==> src/rtl/pin_display.sv <==
// pin_display -- multiplexed 4-digit 7-segment driver for PIN entry.
//
// Purpose:
//   Scans four BCD digits onto a common-anode style display (active-low
//   segments and digit enables). The displayed value comes from shadow
//   registers that are captured on load_i. While a PIN is being edited,
//   the digit under the cursor blinks with a half-period of BLINK_FRAMES
//   full 4-digit frames.
//
// Optional feature (macro PIN_MASK_EN):
//   When defined, digits left of the cursor while editing, and every digit
//   when not editing, are shown as '-' instead of their value. The cursor
//   digit still shows its value and blinks. When undefined, no masking
//   logic is built.
//
// Parameters:
//   SCAN_DIV      clock cycles each digit is driven (2..2^20)
//   BLINK_FRAMES  full frames per cursor blink half-period (1..255)
//
// Ports:
//   clk_i        in   1   clock, all state changes on rising edge
//   rst_n_i      in   1   synchronous active-low reset (wins over load_i)
//   pin_vec_i    in  16   four BCD digits, digit k at [4k+3:4k], digit 0 leftmost
//   digit_idx_i  in   2   cursor digit index
//   edit_i       in   1   PIN entry in progress (enables blink)
//   load_i       in   1   capture strobe for pin_vec_i / digit_idx_i / edit_i
//   seg_o        out  7   active-low segments, [0]=a .. [6]=g (registered)
//   an_o         out  4   active-low digit enables, an_o[k] = digit k (registered)
//   frame_o      out  1   one-cycle pulse when a full 4-digit scan completes
//
// Handshake: load_i is a plain strobe with no back-pressure; every cycle with
// load_i=1 and rst_n_i=1 overwrites the shadow registers.

module pin_display #(
    parameter int SCAN_DIV     = 50000,
    parameter int BLINK_FRAMES = 64
) (
    input  logic        clk_i,
    input  logic        rst_n_i,
    input  logic [15:0] pin_vec_i,
    input  logic [1:0]  digit_idx_i,
    input  logic        edit_i,
    input  logic        load_i,
    output logic [6:0]  seg_o,
    output logic [3:0]  an_o,
    output logic        frame_o
);

    localparam int         CW       = (SCAN_DIV > 1) ? $clog2(SCAN_DIV) : 1;
    localparam logic [CW-1:0] SCAN_MAX  = CW'(SCAN_DIV - 1);
    localparam logic [7:0]    BLINK_MAX = 8'(BLINK_FRAMES - 1);

    localparam logic [6:0] SEG_BLANK = 7'b1111111;
    localparam logic [6:0] SEG_DASH  = 7'b0111111;

    // shadow copy of the inputs; the display reads only these
    logic [15:0]   shadow_pin;
    logic [1:0]    shadow_idx;
    logic          shadow_edit;

    logic [CW-1:0] scan_cnt;
    logic [1:0]    ptr;
    logic [7:0]    frame_cnt;
    logic          blink;

    // low during the first cycle after reset so the outputs stay dark for
    // one extra cycle before the first digit is driven
    logic          run;

    logic [6:0]    seg_q;
    logic [3:0]    an_q;
    logic          frame_q;

    logic          scan_wrap;
    logic          frame_done;
    logic          idx_change;
    logic [3:0]    nibble;
    logic [6:0]    seg_next;

    assign scan_wrap  = (scan_cnt == SCAN_MAX);
    assign frame_done = scan_wrap && (ptr == 2'd3);
    assign idx_change = load_i && (digit_idx_i != shadow_idx);

    always_comb begin
        nibble   = shadow_pin[3:0];
        seg_next = SEG_BLANK;

        case (ptr)
            2'd0:    nibble = shadow_pin[3:0];
            2'd1:    nibble = shadow_pin[7:4];
            2'd2:    nibble = shadow_pin[11:8];
            default: nibble = shadow_pin[15:12];
        endcase

        case (nibble)
            4'd0:    seg_next = 7'b1000000;
            4'd1:    seg_next = 7'b1111001;
            4'd2:    seg_next = 7'b0100100;
            4'd3:    seg_next = 7'b0110000;
            4'd4:    seg_next = 7'b0011001;
            4'd5:    seg_next = 7'b0010010;
            4'd6:    seg_next = 7'b0000010;
            4'd7:    seg_next = 7'b1111000;
            4'd8:    seg_next = 7'b0000000;
            4'd9:    seg_next = 7'b0010000;
            default: seg_next = SEG_BLANK;
        endcase

`ifdef PIN_MASK_EN
        // masking first, so the blink below still acts on the cursor digit
        if (!shadow_edit || (ptr < shadow_idx)) begin
            seg_next = SEG_DASH;
        end
`endif

        if (shadow_edit && (ptr == shadow_idx) && blink) begin
            seg_next = SEG_BLANK;
        end
    end

    always_ff @(posedge clk_i) begin
        if (!rst_n_i) begin
            shadow_pin  <= '0;
            shadow_idx  <= '0;
            shadow_edit <= 1'b0;
            scan_cnt    <= '0;
            ptr         <= '0;
            frame_cnt   <= '0;
            blink       <= 1'b0;
            run         <= 1'b0;
            seg_q       <= SEG_BLANK;
            an_q        <= 4'b1111;
            frame_q     <= 1'b0;
        end else begin
            run <= 1'b1;

            // scan timing is free-running; load_i never touches it
            if (scan_wrap) begin
                scan_cnt <= '0;
                ptr      <= ptr + 2'd1;
            end else begin
                scan_cnt <= scan_cnt + CW'(1);
            end

            frame_q <= frame_done;

            // a cursor move restarts the blink in its visible phase; this
            // takes precedence over a frame completing in the same cycle
            if (idx_change) begin
                frame_cnt <= '0;
                blink     <= 1'b0;
            end else if (frame_done) begin
                if (frame_cnt == BLINK_MAX) begin
                    frame_cnt <= '0;
                    blink     <= ~blink;
                end else begin
                    frame_cnt <= frame_cnt + 8'd1;
                end
            end

            if (load_i) begin
                shadow_pin  <= pin_vec_i;
                shadow_idx  <= digit_idx_i;
                shadow_edit <= edit_i;
            end

            if (run) begin
                an_q  <= ~(4'b0001 << ptr);
                seg_q <= seg_next;
            end else begin
                an_q  <= 4'b1111;
                seg_q <= SEG_BLANK;
            end
        end
    end

    assign seg_o   = seg_q;
    assign an_o    = an_q;
    assign frame_o = frame_q;

endmodule

==> config.mk <==
export PLATFORM = sky130hd
export DESIGN_NAME = pin_display
export DESIGN_NICKNAME = d
export VERILOG_FILES = /design/src/rtl/pin_display.sv
export SDC_FILE = /design/constraint.sdc
export NUM_CORES = 1
export LEC_CHECK = 0
export CORE_MARGIN = 2
export CORE_UTILIZATION = 58
export DETAILED_ROUTE_END_ITERATION = 16
export HOLD_SLACK_MARGIN = 0.02
export PLACE_DENSITY = 0.83
export SLEW_MARGIN = 20
export SYNTH_ARGS = -nofsm -noshare
export SYNTH_HDL_FRONTEND = slang
export SYNTH_SLANG_ARGS = --single-unit
==> constraint.sdc <==
create_clock -name clk_i -period 5.5 [get_ports clk_i]
set_clock_uncertainty 0.05 [all_clocks]
set_input_delay 1.65 -clock clk_i [delete_from_list [all_inputs] [get_ports clk_i]]
set_output_delay 1.65 -clock clk_i [all_outputs]
set_load 0.03 [all_outputs]
==> results.json <==
{
  "core-area_um2": 4320,
  "slew_violations": 0,
  "cp_slowest_stage_delay_ns": 0.67,
  "synth_edf_count": 0,
  "multi_input_area_um2": 1300,
  "drive_gt1_frac": 0.0487,
  "track_usage": 0.220,
  "grt_max_degree": 24,
  "min_path_cells": 1,
  "vias": 2064,
  "crit_chain": "clkdlybuf4s50_1",
  "cap_violations": 0,
  "pwr_density_cell_nw_per_um2": 271,
  "ys_ff_latch": 59,
  "cp.depth": 1,
  "num_rows": 24,
  "fin_nets": 337,
  "irDropWorstVdd_uv": 192,
  "clock.fmax_ghz": 0.331,
  "final_area_um2": 3070,
  "ys_warn_count": 0,
  "cp-start-kind": "register",
  "placed_area_um2": 2930,
  "die_x_um": 70.8,
  "cts_resized": 0,
  "cts_tree": "done",
  "min-delay-path-class": "register to register",
  "drt_wl_total_um": 5010,
  "r2r_end": "seg_o[0]",
  "total_leakage_power_nw": 1.19,
  "cts_setup_buffers": 0,
  "slew_headroom": 0.457,
  "syn_area_per_cell_um2": 9.44,
  "place_congestion": 0.803,
  "syn-num-nets": 306,
  "root_buffer": "clkbuf_8",
  "r2r_cells": 6,
  "ys_types": 40,
  "ioPinCount": 34,
  "seqCellArea_um2": 1180,
  "run_status": "completed",
  "path_clk_slew_ns": 0.06,
  "finalCritPeriodShare": 0.550,
  "start_util": 0.598,
  "worstPathRequired_ns": 3.80,
  "holdPathEnd": "an_o[3]",
  "die_area_um2": 5010,
  "cts_buffers": 9,
  "synth_cells": 274,
  "r2r_slack_ns": 3.02,
  "cp-end-kind": "output pin",
  "ant_nets": 0,
  "final_hold_viol_count": 0,
  "grt_pass1_wl_um": 8660,
  "path_class": "register to output pin",
  "hold_buffers": 0,
  "drc": 0,
  "drtIter0Drc": 159,
  "htree_levels": 3,
  "period_needed_ns": 3.02,
  "grt_pass1_vias": 1865,
  "path_buf_inv": 1,
  "area_delta_synth_final_pct": 18.8,
  "cp.arrival_ns": 1.32,
  "dp_cells": 346,
  "rsz0062_at_grt": "false",
  "layout_commonest_cell": "dfxtp_1",
  "die_h_um": 70.8,
  "final_cell_mix": "dfxtp_1 (59), nor2_1 (38), clkdlybuf4s50_1 (33)",
  "tns_ns": 0,
  "synthArstFlopShare": 0,
  "setup_viol": 0,
  "grt-ovfl-total": 0,
  "synth_area_um2": 2590,
  "synth-main-ff-cell": "dfxtp_1",
  "critPathTopFamily": "buffers and inverters",
  "totalPowerFinal_w": 0.000832,
  "final_cell_count_no_fill": 360,
  "fill_cells": 363,
  "worst_slew_pin_slew_ns": 0.792,
  "antenna_found_initial": 0,
  "viasPerCell": 5.73,
  "seq_area_frac_synth": 0.456,
  "clock_path_buffers": 2,
  "first_pass_iters": 5,
  "r2r_start": "ptr[0]",
  "min-delay-start": "run",
  "insertion_delay_ns": 0.33,
  "antenna_cells": 0,
  "cp_max_fo": 1,
  "worst_path_max_delay_cell": "clkdlybuf4s50_1",
  "wl_per_cell_um": 13.9,
  "port_buffers": 33,
  "dp_hpwl_um": 3480,
  "cts_sinks": 59
}
stage by stage:
stage                     worst slack, ns  hold WS [ns]   util
after CTS                            2.47         0.415  0.711
after global routing                 2.44         0.444  0.711
final                                2.48         0.415  0.711
after floorplan                      2.83         0.376      -
after detailed placement             2.35         0.401  0.678
after global placement               2.40         0.392  0.678
layer usage:
layer	share of wire	wire (µm)	vias up	track usage
li1	-	-	1035	-
met5	0	0	-	0
met2	0.45	2240	51	0.314
met3	0.048	240	5	0.0698
met1	0.49	2470	973	0.300
met4	0.011	57	0	0.113
layout make-up:
type / count / share of cell area
Multi-Input combinational cell: 189 / 0.424
Sequential cell: 59 / 0.384
Timing Repair Buffer: 34 / 0.110
Clock buffer: 14 / 0.0464
Tap cell: 52 / 0.0212
Inverter: 12 / 0.0147
state kept, by name (all words and copies together), names as in the netlist:
signal       count
blink            1
ptr              2
shadow_edit      1
frame_cnt        8
frame_o          1
shadow_idx       2
shadow_pin      16
scan_cnt        16
run              1
seg_o            7
an_o             4
synthesized netlist by cell type, drive strengths merged (3+ instances only):
| library cell | n | area, µm² |
|---|---|---|
| nor2 | 38 | 143 |
| mux2i | 24 | 244 |
| nand4b | 3 | 26.3 |
| o21ai | 14 | 70.1 |
| nand3 | 16 | 80.1 |
| inv | 12 | 45.0 |
| a21oi | 12 | 60.1 |
| ha | 10 | 125 |
| xor2 | 14 | 123 |
| nand4 | 5 | 31.3 |
| xnor2 | 4 | 35.0 |
| a222oi | 4 | 40.0 |
| dfxtp | 59 | 1180 |
| and4 | 6 | 52.6 |
| clkbuf | 10 | 37.5 |
| and3 | 5 | 31.3 |
| buf | 4 | 21.3 |
| or3 | 4 | 25.0 |
| nand2 | 9 | 33.8 |
power breakdown:
part           internal, W  switching [W]  leakage (nW)
clock             0.000159       0.000145        0.0706
sequential        0.000442     0.00000817         0.482
combinational    0.0000387      0.0000394         0.633
total             0.000640       0.000192          1.19
worst max path at each step:
stage          startpoint             to
2_1_floorplan      load_i   frame_cnt[5]
3_3_place_gp       load_i   frame_cnt[5]
3_5_place_dp      rst_n_i  shadow_pin[7]
4_1_cts           frame_o        frame_o
5_1_grt           frame_o        frame_o
6_report          frame_o        frame_o
kinds of logic after synthesis:
group | share of synthesized area
XOR/XNOR | 0.0609
multiplexers | 0.0986
AO/OA/AOI/OAI | 0.0991
buffers and inverters | 0.0401
AND/OR/NAND/NOR | 0.196
adder cells (fa/ha/maj) | 0.0484
flip-flops | 0.456
(Power assumes the default switching activity.)
